### src/rtl/ram_portb_arbiter_if.sv
// ram_portb_arbiter_if
//   Signal bundle for the RAM port-B arbiter: the video read-ahead requester,
//   the hiscore engine requester, and the registered RAM port-B pins.
//   modport slave  : the arbiter side.
//   modport master : the requesters + RAM side (environment / testbench).
//   Video   : vid_req, vid_addr -> vid_data, vid_valid, vid_miss
//   Hiscore : hs_enable, hs_req, hs_write, hs_addr, hs_wdata -> hs_rdata, hs_ack
//   RAM     : ram_addr, ram_wren, ram_wdata -> ram_q (1-cycle read latency)
interface ram_portb_arbiter_if #(
  parameter int ADDR_W = 13
);
  logic              vid_req;
  logic [ADDR_W-1:0] vid_addr;
  logic [7:0]        vid_data;
  logic              vid_valid;
  logic              vid_miss;

  logic              hs_enable;
  logic              hs_req;
  logic              hs_write;
  logic [ADDR_W-1:0] hs_addr;
  logic [7:0]        hs_wdata;
  logic [7:0]        hs_rdata;
  logic              hs_ack;

  logic [ADDR_W-1:0] ram_addr;
  logic              ram_wren;
  logic [7:0]        ram_wdata;
  logic [7:0]        ram_q;

  modport slave (
    input  vid_req, vid_addr, hs_enable, hs_req, hs_write, hs_addr, hs_wdata, ram_q,
    output vid_data, vid_valid, vid_miss, hs_rdata, hs_ack, ram_addr, ram_wren, ram_wdata
  );

  modport master (
    output vid_req, vid_addr, hs_enable, hs_req, hs_write, hs_addr, hs_wdata, ram_q,
    input  vid_data, vid_valid, vid_miss, hs_rdata, hs_ack, ram_addr, ram_wren, ram_wdata
  );
endinterface

### src/rtl/ram_portb_arbiter.sv
// ram_portb_arbiter
//   Shares RAM port B between a video read-ahead stream and a hiscore engine.
//   Grant in cycle N, RAM pins registered for N+1, response (vid_valid or
//   hs_ack) in N+2 together with the RAM read data. Video normally wins; a
//   hiscore request starved for STARVE_LIMIT cycles overrides video, and the
//   preempted video request is answered with vid_valid + vid_miss.
//   Ports: clk, rst_n (async, active low), bus (ram_portb_arbiter_if.slave).
//
//   state    | meaning
//   HS_IDLE  | no hiscore transaction; accepts hs_req & hs_enable
//   HS_WAIT  | request captured, competing with video for the port
//   HS_ISSUE | granted; command is on the RAM pins this cycle
//   HS_RESP  | RAM data available; hs_ack pulses
module ram_portb_arbiter #(
  parameter int ADDR_W       = 13,
  parameter int STARVE_LIMIT = 15
) (
  input logic                 clk,
  input logic                 rst_n,
  ram_portb_arbiter_if.slave  bus
);
  localparam int CNT_W = (STARVE_LIMIT < 1) ? 1 : $clog2(STARVE_LIMIT + 1);
  localparam logic [CNT_W-1:0] STARVE_MAX = CNT_W'(STARVE_LIMIT);

  typedef enum logic [1:0] {HS_IDLE, HS_WAIT, HS_ISSUE, HS_RESP} hs_state_t;

  hs_state_t         state_q, state_d;
  logic [CNT_W-1:0]  starve_q, starve_d;
  logic              hs_write_q, hs_write_d;
  logic [ADDR_W-1:0] hs_addr_q, hs_addr_d;
  logic [7:0]        hs_wdata_q, hs_wdata_d;

  // stage 1: RAM command
  logic [ADDR_W-1:0] ram_addr_q, ram_addr_d;
  logic              ram_wren_q, ram_wren_d;
  logic [7:0]        ram_wdata_q, ram_wdata_d;
  logic              s1_vid_q, s1_vid_d;
  logic              s1_miss_q, s1_miss_d;

  // stage 2: response
  logic              vid_valid_q, vid_valid_d;
  logic              vid_miss_q, vid_miss_d;
  logic              hs_ack_q, hs_ack_d;
  logic              s2_rd_q, s2_rd_d;
  logic [7:0]        vid_data_q, vid_data_d;
  logic [7:0]        hs_rdata_q, hs_rdata_d;

  logic              hs_grant, vid_grant, vid_deny;
  logic              vid_take, hs_take;

  always_comb begin
    hs_grant  = (state_q == HS_WAIT) && bus.hs_enable &&
                (!bus.vid_req || (starve_q == STARVE_MAX));
    vid_grant = bus.vid_req && !hs_grant;
    vid_deny  = bus.vid_req && hs_grant;
    vid_take  = vid_valid_q && !vid_miss_q;
    hs_take   = hs_ack_q && s2_rd_q;
  end

  always_comb begin
    state_d    = state_q;
    starve_d   = starve_q;
    hs_write_d = hs_write_q;
    hs_addr_d  = hs_addr_q;
    hs_wdata_d = hs_wdata_q;
    unique case (state_q)
      HS_IDLE: begin
        if (bus.hs_req && bus.hs_enable) begin
          state_d    = HS_WAIT;
          hs_write_d = bus.hs_write;
          hs_addr_d  = bus.hs_addr;
          hs_wdata_d = bus.hs_wdata;
        end
      end
      HS_WAIT: begin
        if (!bus.hs_enable)               state_d  = HS_IDLE;
        else if (hs_grant)                state_d  = HS_ISSUE;
        else if (starve_q != STARVE_MAX)  starve_d = starve_q + CNT_W'(1);
      end
      HS_ISSUE: state_d = HS_RESP;
      HS_RESP:  state_d = HS_IDLE;
      default:  state_d = HS_IDLE;
    endcase
    // An abandoned wait must not leave a stale count for the next request.
    if (state_d != HS_WAIT) starve_d = '0;
  end

  always_comb begin
    ram_addr_d  = ram_addr_q;
    ram_wren_d  = 1'b0;
    ram_wdata_d = ram_wdata_q;
    if (hs_grant) begin
      ram_addr_d = hs_addr_q;
      ram_wren_d = hs_write_q;
      if (hs_write_q) ram_wdata_d = hs_wdata_q;
    end else if (vid_grant) begin
      ram_addr_d = bus.vid_addr;
    end
    s1_vid_d  = vid_grant;
    s1_miss_d = vid_deny;

    vid_valid_d = s1_vid_q || s1_miss_q;
    vid_miss_d  = s1_miss_q;
    hs_ack_d    = (state_q == HS_ISSUE);
    s2_rd_d     = (state_q == HS_ISSUE) && !hs_write_q;
    vid_data_d  = vid_take ? bus.ram_q : vid_data_q;
    hs_rdata_d  = hs_take  ? bus.ram_q : hs_rdata_q;
  end

  always_ff @(posedge clk or negedge rst_n) begin
    if (!rst_n) begin
      state_q     <= HS_IDLE;
      starve_q    <= '0;
      hs_write_q  <= 1'b0;
      hs_addr_q   <= '0;
      hs_wdata_q  <= '0;
      ram_addr_q  <= '0;
      ram_wren_q  <= 1'b0;
      ram_wdata_q <= '0;
      s1_vid_q    <= 1'b0;
      s1_miss_q   <= 1'b0;
      vid_valid_q <= 1'b0;
      vid_miss_q  <= 1'b0;
      hs_ack_q    <= 1'b0;
      s2_rd_q     <= 1'b0;
      vid_data_q  <= '0;
      hs_rdata_q  <= '0;
    end else begin
      state_q     <= state_d;
      starve_q    <= starve_d;
      hs_write_q  <= hs_write_d;
      hs_addr_q   <= hs_addr_d;
      hs_wdata_q  <= hs_wdata_d;
      ram_addr_q  <= ram_addr_d;
      ram_wren_q  <= ram_wren_d;
      ram_wdata_q <= ram_wdata_d;
      s1_vid_q    <= s1_vid_d;
      s1_miss_q   <= s1_miss_d;
      vid_valid_q <= vid_valid_d;
      vid_miss_q  <= vid_miss_d;
      hs_ack_q    <= hs_ack_d;
      s2_rd_q     <= s2_rd_d;
      vid_data_q  <= vid_data_d;
      hs_rdata_q  <= hs_rdata_d;
    end
  end

  // RAM data is only valid in the response cycle, so it is forwarded
  // straight through then and held in the *_q registers afterwards.
  assign bus.vid_data  = vid_take ? bus.ram_q : vid_data_q;
  assign bus.hs_rdata  = hs_take  ? bus.ram_q : hs_rdata_q;
  assign bus.vid_valid = vid_valid_q;
  assign bus.vid_miss  = vid_miss_q;
  assign bus.hs_ack    = hs_ack_q;
  assign bus.ram_addr  = ram_addr_q;
  assign bus.ram_wren  = ram_wren_q;
  assign bus.ram_wdata = ram_wdata_q;
endmodule
### src/flat_wrapper.sv
// flat-port wrapper written by rule: the top's interface ports become plain ports
module ram_portb_arbiter_flat 
#(
  parameter int ADDR_W       = 13,
  parameter int STARVE_LIMIT = 15
)
  (clk, rst_n, bus_vid_req, bus_vid_addr, bus_hs_enable, bus_hs_req, bus_hs_write, bus_hs_addr, bus_hs_wdata, bus_ram_q, bus_vid_data, bus_vid_valid, bus_vid_miss, bus_hs_rdata, bus_hs_ack, bus_ram_addr, bus_ram_wren, bus_ram_wdata);
  ram_portb_arbiter_if #(.ADDR_W(ADDR_W)) bus_i ();
  input logic clk;
  input logic rst_n;
  input wire logic [$bits(bus_i.vid_req)-1:0] bus_vid_req;
  input wire logic [$bits(bus_i.vid_addr)-1:0] bus_vid_addr;
  input wire logic [$bits(bus_i.hs_enable)-1:0] bus_hs_enable;
  input wire logic [$bits(bus_i.hs_req)-1:0] bus_hs_req;
  input wire logic [$bits(bus_i.hs_write)-1:0] bus_hs_write;
  input wire logic [$bits(bus_i.hs_addr)-1:0] bus_hs_addr;
  input wire logic [$bits(bus_i.hs_wdata)-1:0] bus_hs_wdata;
  input wire logic [$bits(bus_i.ram_q)-1:0] bus_ram_q;
  output wire logic [$bits(bus_i.vid_data)-1:0] bus_vid_data;
  output wire logic [$bits(bus_i.vid_valid)-1:0] bus_vid_valid;
  output wire logic [$bits(bus_i.vid_miss)-1:0] bus_vid_miss;
  output wire logic [$bits(bus_i.hs_rdata)-1:0] bus_hs_rdata;
  output wire logic [$bits(bus_i.hs_ack)-1:0] bus_hs_ack;
  output wire logic [$bits(bus_i.ram_addr)-1:0] bus_ram_addr;
  output wire logic [$bits(bus_i.ram_wren)-1:0] bus_ram_wren;
  output wire logic [$bits(bus_i.ram_wdata)-1:0] bus_ram_wdata;
  assign bus_i.vid_req = bus_vid_req;
  assign bus_i.vid_addr = bus_vid_addr;
  assign bus_i.hs_enable = bus_hs_enable;
  assign bus_i.hs_req = bus_hs_req;
  assign bus_i.hs_write = bus_hs_write;
  assign bus_i.hs_addr = bus_hs_addr;
  assign bus_i.hs_wdata = bus_hs_wdata;
  assign bus_i.ram_q = bus_ram_q;
  assign bus_vid_data = bus_i.vid_data;
  assign bus_vid_valid = bus_i.vid_valid;
  assign bus_vid_miss = bus_i.vid_miss;
  assign bus_hs_rdata = bus_i.hs_rdata;
  assign bus_hs_ack = bus_i.hs_ack;
  assign bus_ram_addr = bus_i.ram_addr;
  assign bus_ram_wren = bus_i.ram_wren;
  assign bus_ram_wdata = bus_i.ram_wdata;
  ram_portb_arbiter #(.ADDR_W(ADDR_W), .STARVE_LIMIT(STARVE_LIMIT)) u_core (.clk(clk), .rst_n(rst_n), .bus(bus_i));
endmodule
### config.mk
export PLATFORM = sky130hd
export DESIGN_NAME = ram_portb_arbiter_flat
export DESIGN_NICKNAME = d
export VERILOG_FILES = /design/src/rtl/ram_portb_arbiter_if.sv /design/src/rtl/ram_portb_arbiter.sv /design/src/flat_wrapper.sv
export SDC_FILE = /design/constraint.sdc
export NUM_CORES = 1
export LEC_CHECK = 0
export ABC_AREA = 1
export CORE_MARGIN = 2
export CORE_UTILIZATION = 45
export DETAILED_ROUTE_END_ITERATION = 12
export HOLD_SLACK_MARGIN = 0.06
export PLACE_DENSITY = 0.77
export SLEW_MARGIN = 10
export SYNTH_ARGS = -nofsm -noshare
export SYNTH_HDL_FRONTEND = slang
export SYNTH_SLANG_ARGS = --single-unit
export TNS_END_PERCENT = 20
### constraint.sdc
create_clock -name clk -period 3.2 [get_ports clk]
set_clock_uncertainty 0.1 [all_clocks]
set_input_delay 0.32 -clock clk [delete_from_list [all_inputs] [get_ports clk]]
set_output_delay 0.32 -clock clk [all_outputs]
set_load 0.005 [all_outputs]
==> out/results.tsv, run 1 <==
stage	metric	value	unit
worst_setup_path	critical_path_buf_inv_count	2	
yosys	yosysWarnings	0	
clock_tree	cts_made_buffers	9	
sta	max_freq	427.6	MHz
global_route	grt_start_max_net_pins	73	
power_and_ir_drop	power.density_cell_area	780.9	mW/mm2
power_and_ir_drop	leakage	2.003	nW
run_status	outcome	completed	
cells_and_area	drive_gt1_share	7.524	%
placed_design	port_buffers	88	
cells_and_area	utilization	64.74	%
placed_design	dp_hpwl	4157	um
sta	timing.final.crit_share	73.08	%
detailed_routing	drt_first_pass_iters	4	
clock_tree	htree_levels	3	
worst_setup_path	path_max_fanout	16	
placed_design	placement.setup.worst_slack	0.9902	ns
global_route	global_route.usage.total	18.27	%
yosys	yosys.cell_types.count	21	
clock_tree	cts-root-to-sink-buffers	2	
placed_design	post-place-cells	472	
cells_and_area	antennaDiodeCount	0	
worst_setup_path	slowest_delay	0.56	ns
worst_setup_path	critical_path.slowest_cell	sky130_fd_sc_hd__clkdlybuf4s50_1	
clock_tree	cts.reportedPaths.clkPinSlew	0.07	ns
power_and_ir_drop	vdd_ir_drop_max	407.6	uV
worst_setup_path	worst_setup_path_start_kind	register	
detailed_routing	routed_wirelength	5977	um
worst_setup_path	worst-setup-path-type	register to output pin	
sta	setup-violations-final	0	
sta	setup_repair_after_global_routing_missed_its_margin	false	
sta	slew_headroom	42.01	%
yosys	synth.largest_area_cell	sky130_fd_sc_hd__dfrtp_1	
clock_tree	number_of_post_cts_setup_repair_buffers	0	
clock_tree	cts_root_buf	sky130_fd_sc_hd__clkbuf_8	
yosys	synth_area_leaders	sky130_fd_sc_hd__dfrtp_1, sky130_fd_sc_hd__nand2_1, sky130_fd_sc_hd__o21ai_0, sky130_fd_sc_hd__nand3_1, sky130_fd_sc_hd__inv_1	
detailed_routing	wl_per_cell	12.22	um
die	floorplan.initialDensity	46.16	%
die	die_width	84.25	um
placed_design	gp_congestion	0.7987	
cells_and_area	num-nets-final	456	
yosys	synthesis.area_per_instance	9.141	um2
global_route	remaining_overflow_grt	0	
yosys	synth-seq-cells	72	
sta	hold_ws	0.2707	ns
worst_setup_path	worstPathCellList	inv_1 > nand2_1 > o21ai_0 > clkdlybuf4s50_1	
clock_tree	post_cts_hold_buffer_count	1	
sta	post-route-min-period	2.338	ns
clock_tree	clk_latency	0.33	ns
die	floorplan.die.height	84.25	um
worst_setup_path	worst_ep_arrival_time	1.92	ns
detailed_routing	vias	2311	
die	dieArea	0.007097	mm2
yosys	netlist_instances	317	
sta	maxSlewViolCount	0	
detailed_routing	drt-initial-drc-count	117	
yosys	yosys.area.top_type_share	62.18	%
global_route	via_count_of_the_first_global_routing_pass	2366	
die	core_area	0.006277	mm2
detailed_routing	ant_nets	0	
sta	finalSetupTns	0	ns
detailed_routing	viasPerCell	4.726	
yosys	synth_sequential_area_ratio	62.18	%
flow_run	maxCapViolations	0	
sta	worst_slack	0.8616	ns
global_route	grt_first_pass_wirelength	10380	um
cells_and_area	final.fill_count	521	
worst_setup_path	worst_setup_path_end_kind	output pin	
worst_hold_path	worstHoldPathType	register to register	
die	placementRows	29	
yosys	syn_area	0.002898	mm2
worst_setup_path	worst_path_dominant_cell_family	buffers and inverters	
global_route	number_of_antenna_violations_at_the_first_check_in_global_routing	0	
sta	hold_violations	0	
cells_and_area	instances_no_fill	489	
clock_tree	postCtsResizedCells	0	
sta	worst-slew-pin-transition	0.8698	ns
clock_tree	cts_tree	yes	
die	ioPinCount	89	
worst_setup_path	required	2.78	ns
yosys	synthesis.nets	366	
detailed_routing	drc	0	
clock_tree	cts.sink_count	72	
cells_and_area	area_delta_synth_final	40.24	%
## where the power goes
part | total (mW) | leakage (nW) | internal, mW | switching, mW
Combinational | 0.926 | 0.994 | 0.518 | 0.408
Sequential | 1.42 | 0.893 | 1.24 | 0.173
Clock | 0.831 | 0.116 | 0.515 | 0.315
## sequential cells by signal (all words and copies together) (netlist names), 2 cells and up
signal / cells
u_core.vid_data_q: 8
u_core.state_q: 2
u_core.bus.ram_wdata: 8
u_core.starve_q: 4
u_core.bus.ram_addr: 13
u_core.hs_addr_q: 13
u_core.hs_wdata_q: 8
u_core.hs_rdata_q: 8
## per-stage QoR
step	cell area, um2	total power, mW
after global placement	3819	2.331
final	4064	3.173
after global routing	4064	3.395
after detailed placement	3819	2.371
after CTS	4064	3.216
after floorplan	2898	1.818
## cell usage in the layout, fill, tap and decap left out, types with 2 or more instances in the layout
cell                              count
sky130_fd_sc_hd__clkinv_2             2
sky130_fd_sc_hd__nor3_1               2
sky130_fd_sc_hd__inv_2                4
sky130_fd_sc_hd__clkinv_4             2
sky130_fd_sc_hd__bufinv_16            3
sky130_fd_sc_hd__clkbuf_8             9
sky130_fd_sc_hd__nor2_1               7
sky130_fd_sc_hd__o21ai_0             40
sky130_fd_sc_hd__nand3_1             29
sky130_fd_sc_hd__nand2_1            102
sky130_fd_sc_hd__inv_1               38
sky130_fd_sc_hd__clkdlybuf4s50_1     87
sky130_fd_sc_hd__dfrtp_1             72
sky130_fd_sc_hd__nand2_2              3
sky130_fd_sc_hd__nand2_4              2
## area by class of cell
| cell class | instances | area, um2 | share of cell area, % |
|---|---|---|---|
| clock buffer | 10 | 127.6 | 3.140 |
| clock inverter | 6 | 107.6 | 2.648 |
| inverter | 45 | 178.9 | 4.403 |
| multi-input combinational | 190 | 863.3 | 21.24 |
| sequential | 72 | 1802 | 44.33 |
| tap | 77 | 96.34 | 2.371 |
| timing repair buffer | 89 | 888.4 | 21.86 |
## logic make-up after synthesis
kind of cell / count (synthesis) / share of synthesized area, %
simple gates: 149 / 22.45
flops: 72 / 62.18
buf+inv: 55 / 8.031
compound gates: 40 / 6.908
fa+ha+maj: 1 / 0.4317
## synthesized netlist by cell type (all sizes together)
| cell | number |
|---|---|
| buf | 6 |
| clkbuf | 4 |
| clkinv | 3 |
| dfrtp | 72 |
| ha | 1 |
| inv | 42 |
| nand2 | 107 |
| nand3 | 31 |
| nor2 | 8 |
| nor3 | 2 |
| o21ai | 40 |
| or2 | 1 |
## worst paths after layout
| path | cells after the start | slack (ns) | end | from |
|---|---|---|---|---|
| hold / removal | 0 | 0.27 | u_core.bus.vid_miss | u_core.s1_miss_q |
| max in group asynchronous | 2 | 1.89 | u_core.hs_addr_q[9] | rst_n |
| setup reg to reg | 9 | 1.39 | u_core.bus.ram_wdata[4] | u_core.starve_q[0] |
| setup / recovery | 4 | 0.86 | bus_vid_data[7] | u_core.bus.vid_miss |
| min in group asynchronous | 2 | 0.56 | u_core.bus.ram_addr[7] | rst_n |
| hold reg to reg | 0 | 0.27 | u_core.bus.vid_miss | u_core.s1_miss_q |
## routing by layer
| metal | track usage (%) | part of all wire (%) | vias to the layer above |
|---|---|---|---|
| li1 | - | - | 1166 |
| met1 | 23.76 | 46 | 1066 |
| met2 | 29.80 | 47 | 71 |
| met3 | 3.933 | 6.1 | 8 |
| met4 | 7.771 | 1.3 | 0 |
| met5 | 0 | 0 | - |
No activity file was read; power rests on OpenSTA's default activity.
==> run 2: changes to the inputs <==
Clock period 3.2 ns to 2.43 ns, I/O delays scaled along.
==> run 2 against run 1 <==
Against the previous run:
- core utilization shrank 0.34 points
- power grew 28%
- setup slack lost 0.71 ns
- via count grew 2.3%
- sequential cell count is the same
- final cell count grew 0.20%
- combinational power grew 34%
==> out/results.tsv, run 2 (synthesized netlist as in run 1, its figures left out) <==
stage	metric	value	unit	change
clock_tree	htree_levels	3		unchanged
worst_setup_path	critical_path.slowest_cell	sky130_fd_sc_hd__clkdlybuf4s50_1		unchanged
worst_setup_path	path_max_fanout	16		unchanged
worst_setup_path	slowest_delay	0.56	ns	about the same
sta	timing.final.crit_share	93.67	%	
worst_setup_path	worstPathCellList	inv_1 > nand2_1 > o21ai_0 > clkdlybuf4s50_1		unchanged
detailed_routing	drt_first_pass_iters	4		unchanged
detailed_routing	drt-initial-drc-count	189		was 117
detailed_routing	wl_per_cell	12.65	um	was 12.22 um
sta	slew_headroom	40.59	%	was 42.01%
cells_and_area	final_common_cell	sky130_fd_sc_hd__nand2_1		unchanged
sta	hold_violations	0		unchanged
die	ioPinCount	89		unchanged
placed_design	port_buffers	88		unchanged
clock_tree	cts.reportedPaths.clkPinSlew	0.07	ns	about the same
worst_setup_path	required	2.09	ns	was 2.78 ns
sta	setup-violations-final	0		unchanged
run_status	outcome	completed		unchanged
cells_and_area	num-nets-final	457		was 456
flow_run	maxCapViolations	0		unchanged
worst_setup_path	worst-setup-path-type	register to output pin		unchanged
sta	setup_repair_after_global_routing_missed_its_margin	true		was false
power_and_ir_drop	vdd_ir_drop_max	650.7	uV	was 407.6 uV
die	core_area	0.006277	mm2	unchanged
cells_and_area	utilization	64.40	%	was 64.74%
cells_and_area	antennaDiodeCount	0		unchanged
detailed_routing	viasPerCell	4.827		was 4.726
worst_setup_path	worst_path_dominant_cell_family	buffers and inverters		unchanged
clock_tree	cts_made_buffers	9		unchanged
clock_tree	clk_latency	0.34	ns	was 0.33 ns
placed_design	gp_congestion	0.7578		was 0.7987
placed_design	dp_hpwl	4196	um	was 4157 um
detailed_routing	vias	2365		was 2,311
power_and_ir_drop	leakage	1.989	nW	was 2.003 nW
clock_tree	cts_root_buf	sky130_fd_sc_hd__clkbuf_8		unchanged
die	floorplan.initialDensity	46.16	%	unchanged
sta	finalSetupTns	0	ns	unchanged
global_route	number_of_antenna_violations_at_the_first_check_in_global_routing	0		unchanged
worst_setup_path	worst_setup_path_end_kind	output pin		unchanged
clock_tree	cts_tree	yes		unchanged
global_route	grt_first_pass_wirelength	10740	um	was 10,380 um
worst_hold_path	worstHoldPathType	register to register		unchanged
detailed_routing	routed_wirelength	6198	um	was 5977 um
cells_and_area	drive_gt1_share	8.232	%	was 7.524%
global_route	grt_start_max_net_pins	73		unchanged
worst_setup_path	worst_ep_arrival_time	1.93	ns	was 1.92 ns
cells_and_area	area_delta_synth_final	39.51	%	was 40.24%
die	placementRows	29		unchanged
detailed_routing	ant_nets	0		unchanged
clock_tree	cts-root-to-sink-buffers	2		unchanged
sta	max_freq	439.3	MHz	
sta	worst-slew-pin-transition	0.8911	ns	was 0.8698 ns
power_and_ir_drop	power	4.054	mW	was 3.173 mW
global_route	remaining_overflow_grt	0		unchanged
cells_and_area	layout.cells.most_common_list	sky130_fd_sc_hd__nand2_1, sky130_fd_sc_hd__clkdlybuf4s50_1, sky130_fd_sc_hd__dfrtp_1		unchanged
global_route	via_count_of_the_first_global_routing_pass	2337		was 2,366
detailed_routing	drc	0		unchanged
cells_and_area	instances_no_fill	490		was 489
clock_tree	number_of_post_cts_setup_repair_buffers	0		unchanged
global_route	global_route.usage.total	18.98	%	was 18.27%
worst_setup_path	worst_setup_path_start_kind	register		unchanged
sta	post-route-min-period	2.276	ns	
die	dieArea	0.007097	mm2	unchanged
die	die_width	84.25	um	unchanged
placed_design	post-place-cells	473		was 472
clock_tree	cts.sink_count	72		unchanged
die	floorplan.die.height	84.25	um	unchanged
worst_setup_path	critical_path_buf_inv_count	2		unchanged
power_and_ir_drop	power.density_cell_area	1003	mW/mm2	was 780.9 mW/mm2
sta	maxSlewViolCount	0		unchanged
[run 2: changes by cell type in the layout (fill, tap and decap cells not counted), sizes merged]
cell / before / now
buf: 1 / 2
inv: 42 / 44
bufinv: 3 / 1
clkinvlp: 1 / 2
clkbuf: 10 / 9
[run 2: final timing paths]
path	start	end	slack, ns	cells after the start
worst max-delay path	u_core.bus.vid_miss	bus_vid_data[0]	0.15	4
worst min-delay path	u_core.s1_miss_q	u_core.bus.vid_miss	0.27	0
worst max register to register	u_core.starve_q[0]	u_core.bus.ram_wdata[1]	0.62	9
worst min register to register	u_core.s1_miss_q	u_core.bus.vid_miss	0.27	0
max in group asynchronous	rst_n	u_core.bus.ram_wdata[0]	1.19	2
min in group asynchronous	rst_n	u_core.vid_data_q[7]	0.47	2
[run 2: stage by stage]
step | hold slack [ns] | setup WS, ns | cell area (um2)
after floorplan | -0.1526 | 1.010 | 2898
after global placement | 0.2517 | 0.5051 | 3826
after detailed placement | 0.2602 | 0.4733 | 3826
after CTS | 0.2779 | 0.08937 | 4040
after global routing | 0.2880 | -0.07022 | 4043
final | 0.2729 | 0.1538 | 4043
[run 2: per-layer routing]
| layer | up-vias | GRT usage, % | wire [um] |
|---|---|---|---|
| met5 | - | 0 | 0 |
| met4 | 0 | 6.158 | 59 |
| met3 | 7 | 5.605 | 449 |
| met2 | 80 | 29.65 | 2943 |
| met1 | 1110 | 25.67 | 2745 |
| li1 | 1168 | - | - |
[run 2: final cells by class]
type                            instances  area (um2)
Clock buffer                            9       123.9
Clock inverter                          7       80.08
Timing Repair Buffer                   90       895.9
Multi-Input combinational cell        190       865.8
Fill cell                             531        2235
Tap cell                               77       96.34
Inverter                               45       178.9
Sequential cell                        72        1802
[run 2: repair_timing]
| item | CTS | global route |
|---|---|---|
| endpoints found under the hold margin | 72 | 0 |
| setup endpoints to repair | 0 | 11 |
| gates resized for setup | 0 | 3 |
| hold buffers | 1 | 0 |
[run 2: worst reg2reg max path: stages, from the launching register on]
cell,delay [ns]
sky130_fd_sc_hd__dfrtp_1,0.41
sky130_fd_sc_hd__ha_1,0.24
sky130_fd_sc_hd__nand3_1,0.09
sky130_fd_sc_hd__nand2_2,0.09
sky130_fd_sc_hd__nand2_4,0.19
sky130_fd_sc_hd__clkinv_4,0.19
sky130_fd_sc_hd__nand2_4,0.17
sky130_fd_sc_hd__clkinv_4,0.11
sky130_fd_sc_hd__nand2_1,0.07
sky130_fd_sc_hd__nand2_1,0.05
[run 2: report_power, final]
part | leakage [nW] | total (mW) | switching (mW) | internal, mW
sequential | 0.893 | 1.86 | 0.228 | 1.64
clock | 0.0964 | 0.955 | 0.471 | 0.484
combinational | 1.00 | 1.24 | 0.547 | 0.688
==> run 3: changes to the inputs <==
Settings changed: ABC_CLOCK_PERIOD_IN_PS set to 2430, CORE_UTILIZATION 45 to 46, PLACE_DENSITY 0.77 to 0.79.
==> run 3 against run 2 <==
Against the previous run:
- core utilization is 3.8 points higher
- global-route usage is 0.23 points lower
- combinational power hardly changed
- sequential share of layout area is 0.49 points lower
- sequential cell count stayed put
- fmax is 1.4% higher
- wire length is 3.1% lower
- design area is 1.1% higher
- critical endpoint is now bus_vid_data[2]
==> out/results.tsv, run 3 (synthesized netlist as in run 1, its figures left out) <==
stage	metric	value	unit	change
sta	finalSetupTns	0	ns	unchanged
worst_setup_path	worst-setup-path-type	register to output pin		unchanged
placed_design	port_buffers	88		unchanged
global_route	grt_start_max_net_pins	73		unchanged
power_and_ir_drop	share_seq_of_total_power	43.8	%	was 46.0%
detailed_routing	drc	0		unchanged
detailed_routing	routed_wirelength	6006	um	was 6198 um
worst_hold_path	worstHoldPathType	register to register		unchanged
global_route	global_route.usage.total	18.75	%	was 18.98%
global_route	number_of_antenna_violations_at_the_first_check_in_global_routing	0		unchanged
clock_tree	cts.reportedPaths.clkPinSlew	0.07	ns	about the same
die	floorplan.initialDensity	48.37	%	was 46.16%
worst_setup_path	critical_path.slowest_cell	sky130_fd_sc_hd__clkdlybuf4s50_1		unchanged
die	dieArea	0.006951	mm2	was 0.007097 mm2
detailed_routing	ant_nets	0		unchanged
global_route	grt_first_pass_wirelength	10560	um	was 10,740 um
clock_tree	htree_levels	3		unchanged
worst_setup_path	worst_setup_path_end_kind	output pin		unchanged
cells_and_area	final_design_area_no_fill	0.004088	mm2	was 0.004043 mm2
cells_and_area	instances_no_fill	488		was 490
power_and_ir_drop	leakage	2.017	nW	was 1.989 nW
run_status	outcome	completed		unchanged
power_and_ir_drop	power.density_cell_area	1042	mW/mm2	was 1003 mW/mm2
global_route	via_count_of_the_first_global_routing_pass	2386		was 2,337
worst_setup_path	path_max_fanout	16		unchanged
detailed_routing	drt-initial-drc-count	98		was 189
sta	timing.final.crit_share	92.41	%	was 93.67%
clock_tree	cts_tree	yes		unchanged
placed_design	post-place-cells	471		was 473
cells_and_area	drive_gt1_share	7.990	%	was 8.232%
worst_setup_path	critical_path_depth	4		unchanged
power_and_ir_drop	vdd_ir_drop_max	629.6	uV	was 650.7 uV
sta	post-route-min-period	2.245	ns	was 2.276 ns
worst_setup_path	reg2reg_depth	9		unchanged
detailed_routing	vias	2368		was 2,365
sta	hold_violations	0		unchanged
clock_tree	cts.sink_count	72		unchanged
worst_setup_path	worst_setup_path_start_kind	register		unchanged
clock_tree	cts_root_buf	sky130_fd_sc_hd__clkbuf_8		unchanged
die	die_width	83.37	um	was 84.25 um
placed_design	dp_hpwl	4127	um	was 4196 um
power_and_ir_drop	power_switching_share	28.13	%	was 30.72%
worst_setup_path	rrSetupSlack	0.62	ns	about the same
die	ioPinCount	89		unchanged
worst_setup_path	crit-reg2reg-launch	u_core.starve_q[0]		unchanged
cells_and_area	layout.cells.most_common_list	sky130_fd_sc_hd__nand2_1, sky130_fd_sc_hd__clkdlybuf4s50_1, sky130_fd_sc_hd__dfrtp_1		unchanged
sta	setup_repair_after_global_routing_missed_its_margin	false		was true
worst_setup_path	worst_path_dominant_cell_family	buffers and inverters		unchanged
worst_setup_path	slowest_delay	0.55	ns	was 0.56 ns
cells_and_area	antennaDiodeCount	0		unchanged
detailed_routing	viasPerCell	4.852		was 4.827
sta	worst-slew-pin-transition	0.8688	ns	was 0.8911 ns
sta	slew_headroom	42.08	%	was 40.59%
worst_setup_path	worst_ep_arrival_time	1.90	ns	was 1.93 ns
die	placementRows	28		was 29
clock_tree	cts-root-to-sink-buffers	2		unchanged
placed_design	gp_congestion	0.7508		was 0.7578
power_and_ir_drop	cell_internal_pwr	3.060	mW	was 2.809 mW
power_and_ir_drop	p_clk_share	27.3	%	was 23.5%
power_and_ir_drop	switchingPower	1.198	mW	was 1.246 mW
cells_and_area	num-nets-final	457		unchanged
cells_and_area	final_common_cell	sky130_fd_sc_hd__nand2_1		unchanged
clock_tree	clk_latency	0.34	ns	about the same
worst_setup_path	endpoint	bus_vid_data[2]		was bus_vid_data[0]
power_and_ir_drop	p_comb_share	28.8	%	was 30.5%
detailed_routing	wl_per_cell	12.31	um	was 12.65 um
clock_tree	number_of_post_cts_setup_repair_buffers	0		unchanged
worst_setup_path	critical_path_buf_inv_count	2		unchanged
worst_setup_path	required	2.09	ns	about the same
clock_tree	cts_made_buffers	9		unchanged
placed_design	dpl-instance-area	0.003824	mm2	was 0.003826 mm2
worst_setup_path	crit-reg2reg-capture	u_core.bus.ram_wdata[1]		unchanged
cells_and_area	area_delta_synth_final	41.06	%	was 39.51%
flow_run	maxCapViolations	0		unchanged
sta	setup-violations-final	0		unchanged
worst_setup_path	crit_start	u_core.bus.vid_miss		unchanged
die	core_area	0.005991	mm2	was 0.006277 mm2
worst_setup_path	worstPathCellList	inv_1 > nand2_1 > o21ai_0 > clkdlybuf4s50_1		unchanged
sta	maxSlewViolCount	0		unchanged
cells_and_area	final.fill_count	455		was 531
detailed_routing	drt_first_pass_iters	4		unchanged
die	floorplan.die.height	83.37	um	was 84.25 um
worst_hold_path	holdCritStartpoint	u_core.s1_miss_q		unchanged
global_route	remaining_overflow_grt	0		unchanged
sta	max_freq	445.3	MHz	was 439.3 MHz
[run 3: cell count changes in the layout (fill, tap and decap cells not counted), sizes merged]
| cell | before | now |
|---|---|---|
| bufinv | 1 | 3 |
| clkinvlp | 2 | 1 |
| clkbuf | 9 | 11 |
| clkinv | 5 | 4 |
| inv | 44 | 42 |
[run 3: through the flow]
step / utilization (%) / worst slack (ns) / hold slack (ns) / total power [mW]
after global placement: 63.83 / 0.5434 / 0.2505 / 3.079
after global routing: 68.23 / 0.005333 / 0.2782 / 4.532
final: 68.23 / 0.1845 / 0.2740 / 4.258
after floorplan: - / 1.010 / -0.1526 / 2.394
after CTS: 68.23 / 0.1595 / 0.2745 / 4.296
after detailed placement: 63.83 / 0.5273 / 0.2557 / 3.121
[run 3: how the worst min path moves through the flow]
stage / to / slack [ns] / depth (start not counted)
detailed placement: u_core.bus.vid_miss / 0.26 / 0
global placement: u_core.bus.vid_miss / 0.25 / 0
CTS: u_core.bus.vid_miss / 0.27 / 0
global route: u_core.bus.vid_miss / 0.28 / 0
floorplan: u_core.bus.hs_ack / -0.15 / 0
finish: u_core.bus.vid_miss / 0.27 / 0
[run 3: cell type report]
cell class | count | area [um2] | share of cell area (%)
multi-input combinational | 190 | 863.3 | 21.12
clock buffer | 11 | 151.4 | 3.704
tap | 75 | 93.84 | 2.296
inverter | 45 | 178.9 | 4.377
timing repair buffer | 90 | 895.9 | 21.92
clock inverter | 5 | 102.6 | 2.510
sequential | 72 | 1802 | 44.08
[run 3: power groups by stage]
stage	combinational [mW]	sequential (mW)	clock, mW
2_1_floorplan	0.542	1.85	0
3_3_place_gp	1.21	1.87	0
3_5_place_dp	1.24	1.88	0
4_1_cts	1.25	1.86	1.18
5_1_grt	1.38	1.91	1.24
6_report	1.23	1.87	1.16
[run 3: timing repair]
item | CTS | global route
hold buffers | 1 | 0
gates resized for setup | 0 | 1
hold endpoints to repair | 72 | 0
setup endpoints to repair | 0 | 1
[run 3: per-layer routing]
layer	wire (um)	global-route usage, %	share of wire [%]
met1	2781	25.38	46
met2	2694	29.40	45
met3	432	4.274	7.2
met4	98	7.601	1.6
met5	0	0	0
